<file path="src/rtl/seq_pkg.sv">
// Shared types and helpers for the memory-game sequence player.
package seq_pkg;

  localparam int SEQ_LEN = 9;
  localparam int SYM_W   = 2;
  localparam int SEQ_W   = SEQ_LEN * SYM_W;

  typedef enum logic [2:0] {
    IDLE,
    SHOW_ON,
    SHOW_GAP,
    WAIT_KEY,
    WIN,
    FAIL
  } state_t;

  function automatic logic [SYM_W-1:0] sym_at(input logic [SEQ_W-1:0] seq,
                                              input logic [3:0]       k);
    return seq[k*SYM_W +: SYM_W];
  endfunction

endpackage

</file>
<file path="src/rtl/cycle_timer.sv">
// Reloadable down-counter; expired is high while the count sits at zero.
module cycle_timer #(
  parameter int W = 28
) (
  input  logic         clk,
  input  logic         reset_n,
  input  logic         reload,
  input  logic [W-1:0] reload_val,
  output logic         expired
);

  logic [W-1:0] count;

  always_ff @(posedge clk or negedge reset_n) begin
    if (!reset_n)
      count <= '0;
    else if (reload)
      count <= reload_val;
    else if (count != '0)
      count <= count - 1'b1;
  end

  assign expired = (count == '0);

endmodule

</file>
<file path="src/rtl/seq_player.sv">
// Plays a nine-symbol sequence in growing rounds and checks key presses against it.
module seq_player
  import seq_pkg::*;
#(
  parameter int SHOW_CYCLES    = 25000000,
  parameter int GAP_CYCLES     = 12500000,
  parameter int TIMEOUT_CYCLES = 250000000
) (
  input  logic             clk,
  input  logic             reset_n,
  input  logic             load,
  input  logic [SEQ_W-1:0] seq_in,
  input  logic             key_valid,
  input  logic [1:0]       key,
  output logic             show_valid,
  output logic [1:0]       show_sym,
  output logic [3:0]       round,
  output logic             busy,
  output logic             win,
  output logic             fail
);

  localparam int MAX_SG = (SHOW_CYCLES > GAP_CYCLES) ? SHOW_CYCLES : GAP_CYCLES;
  localparam int MAX_P  = (MAX_SG > TIMEOUT_CYCLES) ? MAX_SG : TIMEOUT_CYCLES;
  localparam int TW     = (MAX_P > 1) ? $clog2(MAX_P) : 1;

  state_t           state, state_n;
  logic [SEQ_W-1:0] seq_r, seq_n;
  logic [3:0]       round_n;
  logic [3:0]       index_r, index_n;
  logic [1:0]       cur_sym;
  logic             restart;
  logic             reload;
  logic [TW-1:0]    reload_val;
  logic             expired;

  assign cur_sym = sym_at(seq_r, index_r);

  cycle_timer #(.W(TW)) u_timer (
    .clk        (clk),
    .reset_n    (reset_n),
    .reload     (reload),
    .reload_val (reload_val),
    .expired    (expired)
  );

  always_comb begin
    state_n = state;
    seq_n   = seq_r;
    round_n = round;
    index_n = index_r;
    restart = 1'b0;
    case (state)
      IDLE, WIN, FAIL: begin
        if (load) begin
          seq_n   = seq_in;
          round_n = '0;
          index_n = '0;
          state_n = SHOW_ON;
        end
      end
      SHOW_ON: begin
        if (expired) state_n = SHOW_GAP;
      end
      SHOW_GAP: begin
        if (expired) begin
          if (index_r == round) begin
            index_n = '0;
            state_n = WAIT_KEY;
          end else begin
            index_n = index_r + 4'd1;
            state_n = SHOW_ON;
          end
        end
      end
      WAIT_KEY: begin
        // A key on the expiry cycle wins over the timeout; symbol 3 never matches.
        if (key_valid) begin
          if (key == cur_sym && cur_sym != 2'd3) begin
            if (index_r != round) begin
              index_n = index_r + 4'd1;
              restart = 1'b1;
            end else if (round != 4'(SEQ_LEN - 1)) begin
              round_n = round + 4'd1;
              index_n = '0;
              state_n = SHOW_ON;
            end else begin
              state_n = WIN;
            end
          end else begin
            state_n = FAIL;
          end
        end else if (expired) begin
          state_n = FAIL;
        end
      end
      default: state_n = IDLE;
    endcase

    reload = (state_n != state) || restart;
    case (state_n)
      SHOW_ON:  reload_val = TW'(SHOW_CYCLES - 1);
      SHOW_GAP: reload_val = TW'(GAP_CYCLES - 1);
      WAIT_KEY: reload_val = TW'(TIMEOUT_CYCLES - 1);
      default:  reload_val = '0;
    endcase
  end

  always_ff @(posedge clk or negedge reset_n) begin
    if (!reset_n) begin
      state      <= IDLE;
      seq_r      <= '0;
      round      <= '0;
      index_r    <= '0;
      show_valid <= 1'b0;
      show_sym   <= '0;
      busy       <= 1'b0;
      win        <= 1'b0;
      fail       <= 1'b0;
    end else begin
      state      <= state_n;
      seq_r      <= seq_n;
      round      <= round_n;
      index_r    <= index_n;
      show_valid <= (state_n == SHOW_ON);
      show_sym   <= (state_n == SHOW_ON) ? sym_at(seq_n, index_n) : '0;
      busy       <= !(state_n inside {IDLE, WIN, FAIL});
      win        <= (state_n == WIN);
      fail       <= (state_n == FAIL);
    end
  end

endmodule

</file>
<file path="config.mk">
export PLATFORM = sky130hd
export DESIGN_NAME = seq_player
export DESIGN_NICKNAME = d
export VERILOG_FILES = /design/src/rtl/seq_pkg.sv /design/src/rtl/cycle_timer.sv /design/src/rtl/seq_player.sv
export SDC_FILE = /design/constraint.sdc
export NUM_CORES = 1
export LEC_CHECK = 0
export BUFFER_PORTS_ARGS = -buffer_cell sky130_fd_sc_hd__buf_4
export CAP_MARGIN = 10
export CORE_ASPECT_RATIO = 2
export CORE_UTILIZATION = 55
export DETAILED_ROUTE_END_ITERATION = 8
export PLACE_DENSITY = 0.84
export SLEW_MARGIN = 0
export SYNTH_ARGS = -nofsm -noshare
export SYNTH_HDL_FRONTEND = slang
export SYNTH_HIERARCHICAL = 1
export SYNTH_SLANG_ARGS = --single-unit
</file>
<file path="constraint.sdc">
create_clock -name clk -period 4.3 [get_ports clk]
set_input_delay 0.86 -clock clk [delete_from_list [all_inputs] [get_ports clk]]
set_output_delay 0.86 -clock clk [all_outputs]
set_load 0.01 [all_outputs]
</file>
# Yosys cells after proc, flatten, opt, wreduce, memory -nomap -nowiden
# Cells that the tools add are included.
word_totals:
  register_bits: 63
  wordCells: 82
  romBits: 0
  input_bits: 24
  latch_bits: 0
  n_memories: 0
  ramBits: 0
classes:
  eq_ne: 21
  n_lt_le_gt_ge: 0
  shifts: 2
  n_mux: 34
  addsub: 3
  multipliers: 0
  n_bitwise: 0
  n_reduce_logical: 12
  div: 0
op_table:
  columns: ["operator", "count"]
  rows:
  - ["$pmux W28 S3", 1]
  - ["$mux W28", 2]
  - ["$mux W4", 12]
  - ["$mux W18", 2]
  - ["$shiftx A18 B6 Y2", 2]
  - ["$logic_not A28 Y1", 1]
  - ["$reduce_bool A28 Y1", 1]
  - ["$sub A28 B1 Y28 const B", 1]
  - ["$mux W3", 8]
  - ["$eq A3 B2 Y1 const B", 4]
  - ["$eq A3 B3 Y1 const B", 4]
  - ["$ne A2 B2 Y1 const B", 6]
  - ["$pmux W3 S4", 1]
  - ["$pmux W4 S3", 1]
  - ["$add A4 B1 Y4 const B", 2]
  - ["$pmux W4 S2", 1]
  - ["$eq A3 B1 Y1 const B", 2]
  - ["$logic_not A3 Y1", 2]
  - ["$reduce_and A6 Y1", 1]
  - ["$eq A4 B4 Y1", 1]
  - ["$mux W1", 4]
  - ["$mux W2", 2]
  - ["$ne A4 B4 Y1", 1]
  - ["$ne A4 B4 Y1 const B", 1]
  - ["8 further kinds", 9]

# Longest topological paths before layout
depth:
  word_depth: 9
  ltp_mapped: 19
  depth_no_buf: 15

# By module
# The synthesis kept the hierarchy.
by_module_without_submodules:
  columns: ["module", "area_per_inst_um2", "instances", "cells_per_inst", "seq_area_each_um2"]
  rows:
  - ["seq_player", 2326.0, 1, 236, 875.8]
  - ["cycle_timer", 1746.7, 1, 187, 700.7]

# Worst setup path before layout
# No wires, ideal clock.
synth_timing:
  path_kind: "reg2reg"
  start: "reg u_timer.count[0]"
  end: "reg u_timer.count[23]"
  setup_time_ps: 69
  path_buffers: 3
  path_stages_with_launch: 19
  slack_ps: -54
  period_less_slack_ps: 4354
  t_arrival_ps: 4285
  cell_sequence: "dfrtp_1 inv_1 ha_1 or4b_1 nor4_4 and3_1 buf_6 buf_4 clkbuf_1 nand2_1 and3_1 a221oi_1 o31a_1 inv_2 nor4_1 o221ai_1 or3_1 or4_1 nand3_1"
synth_between:
  elab_chain_len: 7
  elab_cells_between_ends: 17
  cone_classes: "add/sub (1); eq/ne (4); mux (8); reduce/logical (4)"
synth_rtl:
  columns: ["element", "line_no", "source"]
  rows:
  - ["from (decl)", "cycle_timer.sv:12", "logic [W-1:0] count;"]
  - ["from (signal assigned)", "cycle_timer.sv:18", "count <= reload_val;"]
  - ["from (signal assigned)", "cycle_timer.sv:20", "count <= count - 1'b1;"]
  - ["$logic_not A28 Y1 (*)", "cycle_timer.sv:23", "assign expired = (count == '0);"]
  - ["via expired", "seq_player.sv:35", "logic expired;"]
  - ["$mux W3", "seq_player.sv:93", "end else if (expired) begin"]
  - ["$mux W3", "seq_player.sv:78", "if (key_valid) begin"]
  - ["$pmux W3 S4 (*)", "seq_player.sv:53", "case (state)"]
  - ["via state_n[0]", "seq_player.sv:27", "state_t state, state_n;"]
  - ["$ne A3 B3 Y1 (*)", "seq_player.sv:100", "reload = (state_n != state) || restart;"]
  - ["$logic_or A1 B1 Y1 (*)", "seq_player.sv:100", null]
  - ["via reload", "seq_player.sv:33", "logic reload;"]
  - ["$mux W28 or $reduce_bool A2 Y1 (tied branches)", null, null]
# The timed path passes the listed nets; every way through them passes the cells marked *. The select of a mux whose other input is x is not followed.
# A chain may end at the register's enable or synchronous reset.

# Final worst setup path
layout_timing:
  start: "reg u_timer.count[0]"
  end: "reg u_timer.count[12]"
# The elaborated chain is that of the path after synthesis.

==> summary.md <==
| Metric | Value |
|---|---|
| CP endpoint kind | flip-flop |
| Fin crit share | 90.1% |
| Status | complete, no violations |
| First-pass GRT wire length | 16.9 mm |
| Post-Route Utilization | 65.9% |
| FF-to-FF End | u_timer/count[12] |
| WP data required | 4550 ps |
| Max-slew headroom | 45.8% |
| Nature of the critical path startpoint | flip-flop |
| Finish-stage setup viols | 0 |
| Number of flops mapped to enable cells by yosys | 0 |
| Chip height | 124 µm |
| Clock Sinks | 63 |
| Predominant post-synthesis flop cell | dfrtp_1 |
| Final hold slack | 533 ps |
| Post-CTS setup buffer count | 0 |
| Post-synth ARST share | 100% |
| Pre-antenna DRT Iters | 5 |
| Worst Hold Class | reg2reg |
| Multi-input gate area | 2330 µm² |
| Pwr Total | 2.73 mW |
| Crit path setup slack, layout | 425 ps |
| Vias in the first global route | 3571 |
| GP Congestion | 0.887 |
| Die area | 7770 µm² |
| Via count | 3502 |
| Starting Density | 56.5% |
| Synth-to-layout area growth | 16.7% |
| CTS Buffer Depth | 2 |
| Crit Path Class | reg2reg |
| Post-DRT Antenna Nets | 0 |
| Met2 WL | 5.90 mm |
| Syn Std Cell Area | 4070 µm² |
| IO Pins | 34 |
| Highest routed layer | met4 |
| WL per Instance | 19.1 µm |
| Post-synthesis area per instance | 9.63 µm² |
| Initial drt markers | 240 |
| Met3 routed WL | 376 µm |
| Root Buffer | clkbuf_16 |
| Die width | 62.8 µm |
| Hold worst-path end | seq_r[0] |
| Worst Min Path Start | seq_r[0] |
| Detailed placer's ending HPWL | 7.63 mm |
| Reg2reg setup slack | 420 ps |
| Core Area | 7210 µm² |
| Tot GR Track Use | 29.2% |
| Final instance area | 4750 µm² |
| WL final | 10.6 mm |
| CTS tree | done |
| Pleak | 1.91 nW |
| Post-route DRC | 0 |
| Dpl cell area | 4430 µm² |
| Initial antenna violation count | 0 |
| Skew final | 10.3 ps |
| # port buffers | 33 |
| Total gr overflow | 0 |
| Number of fill cells in the layout | 564 |
| Clock slew at reported path FFs | 60 ps |
| Row count | 44 |
| Worst slew pin tran | 813 ps |
| Pins Over Slew Limit | 0 |
| TritonCTS buffer count | 9 |
| Non-filler cells, final | 554 |
| Number of H-tree levels | 3 |
| Placed cell count | 538 |
| Synth unique cells | 80 |
| Worst R2R Start | u_timer/count[0] |
| Setup TNS | 0 ps |
| Layout cells sized above 1 | 26.4% |
| Sequential area share after synthesis | 38.7% |
| Via density | 6.32 |
| Fmax | 258 MHz |
| Post-layout net count | 487 |
| M1 WL | 3.60 mm |
| YS warnings | 6 |
| Unrepaired setup endpoints after global routing | false |
| Pin count of the biggest net entering global routing | 64 |
| Worst slack, placed | 293 ps |
| Min Clock Period, post-route | 3880 ps |
| CP max FO | 20 |
| WHS Path Cells | 1 |
| Syn Inst Count | 423 |
| Worst-case reg-to-reg path depth | 15 |
| PwrDens | 575 nW/µm² |
| Maximum VDD drop | 0.000291 V |
| N_diodes | 0 |
| MaxCap Viol Count | 0 |
| FF+latch count, synth | 63 |
| Register area | 1580 µm² |
| Hold Violations, Final | 0 |
| Clk_lat worst skew | 340 ps |
| CP Data Arrival Time | 4130 ps |
cells in the mapped netlist (3+ instances only):
| library cell | number | share of area, % |
|---|---|---|
| nor2_1 | 29 | 2.7 |
| nor4_1 | 4 | 0.61 |
| a31oi_1 | 5 | 0.77 |
| xor2_1 | 3 | 0.65 |
| and3_1 | 4 | 0.61 |
| buf_2 | 3 | 0.37 |
| o21ai_0 | 19 | 2.3 |
| nor3_1 | 10 | 1.2 |
| dfrtp_1 | 63 | 39 |
| inv_2 | 3 | 0.28 |
| nand2_1 | 32 | 2.9 |
| nand3b_1 | 7 | 1.3 |
| a221o_1 | 3 | 0.74 |
| mux2i_1 | 12 | 2.9 |
| or4_1 | 5 | 0.92 |
| ha_1 | 5 | 1.5 |
| nor3b_1 | 3 | 0.55 |
| nand3_1 | 15 | 1.8 |
| nor2b_1 | 6 | 0.92 |
| or2_2 | 7 | 1.1 |
| buf_6 | 4 | 1.1 |
| or3_1 | 7 | 1.1 |
| a221oi_1 | 3 | 0.65 |
| nand2b_1 | 3 | 0.46 |
| mux2_2 | 21 | 5.8 |
| o211ai_1 | 5 | 0.92 |
| o21ai_1 | 6 | 0.74 |
| o31a_1 | 3 | 0.65 |
| o31ai_1 | 14 | 2.6 |
| xnor2_1 | 20 | 4.3 |
| clkbuf_1 | 14 | 1.3 |
| a21oi_1 | 9 | 1.1 |
| inv_1 | 18 | 1.7 |
| a21o_1 | 3 | 0.55 |
cell type report:
type	instances	share of cell area, %
multi-input combinational	317	49.0
sequential	63	33.2
timing repair buffer	45	7.05
clock buffer	9	4.74
tap	92	2.42
clock inverter	6	1.82
inverter	22	1.76
registers in the layout, summed over array words and instances (netlist names):
name and cells:
u_timer/count 28, seq_r 18, index_r 4, round 4, state 3, show_sym 2, busy 1, fail 1
show_valid 1, win 1
worst max-delay path by stage:
stage	from	cells after the start	endpoint	slack [ps]
after floorplan	u_timer/count[0]	18	u_timer/count[23]	20
final	u_timer/count[0]	15	u_timer/count[12]	420
after global routing	u_timer/count[0]	15	u_timer/count[20]	70
after detailed placement	u_timer/count[0]	15	u_timer/count[12]	290
after global placement	u_timer/count[0]	15	u_timer/count[12]	470
after CTS	u_timer/count[0]	15	u_timer/count[12]	270
layout by cell type (no fill, tap or decap), drive strengths merged, types with 11 or more instances in the layout:
cell type	Yosys	layout
dfrtp	63	63
buf	8	45
nand2	33	33
nor2	30	30
o21ai	27	27
mux2	22	22
inv	21	21
xnor2	20	20
nand3	15	15
o31ai	14	14
mux2i	12	12
a21oi	11	11
what timing repair did:
action                                  4_1_cts  5_1_grt
hold buffers                                  0        0
hold endpoints to repair                      0        0
endpoints found under the setup margin        0        1
resized for setup                             0        1
cell families (layout without fill, tap and decap cells):
group,count (synthesis),in the layout,share of synthesized area (%)
and+or+nand+nor,153,153,20.9
xor gates and xnor gates,23,23,4.95
muxes,35,35,9.68
DFF,63,63,38.7
other,1,2,0.0921
AOI/OAI and AO/OA,99,99,19.1
buffers and inverters,44,82,5.01
adders and majority gates,5,5,1.54
layer usage:
metal	GRT usage [%]	vias up
li1	-	1613
met1	26.6	1704
met2	55.1	140
met3	5.31	45
met4	24.3	0
met5	0	-
worst max-delay path: stages, from the launching register on:
cell and delay, ps:
dfrtp_1 380, inv_1 120, ha_1 150, or4b_4 480, nor4_4 230, and3_4 210
nand2_1 40, and3_1 180, a221oi_1 300, o31a_1 240, inv_2 60, nor4_2 330
o221ai_4 150, buf_4 230, or4_1 500, o211ai_1 180
power by group:
| group | total [mW] | internal [mW] | switching [mW] |
|---|---|---|---|
| clock | 0.767 | 0.502 | 0.265 |
| sequential | 1.03 | 0.801 | 0.226 |
| combinational | 0.939 | 0.467 | 0.472 |
Note: power is estimated with default switching activity, not from simulation.
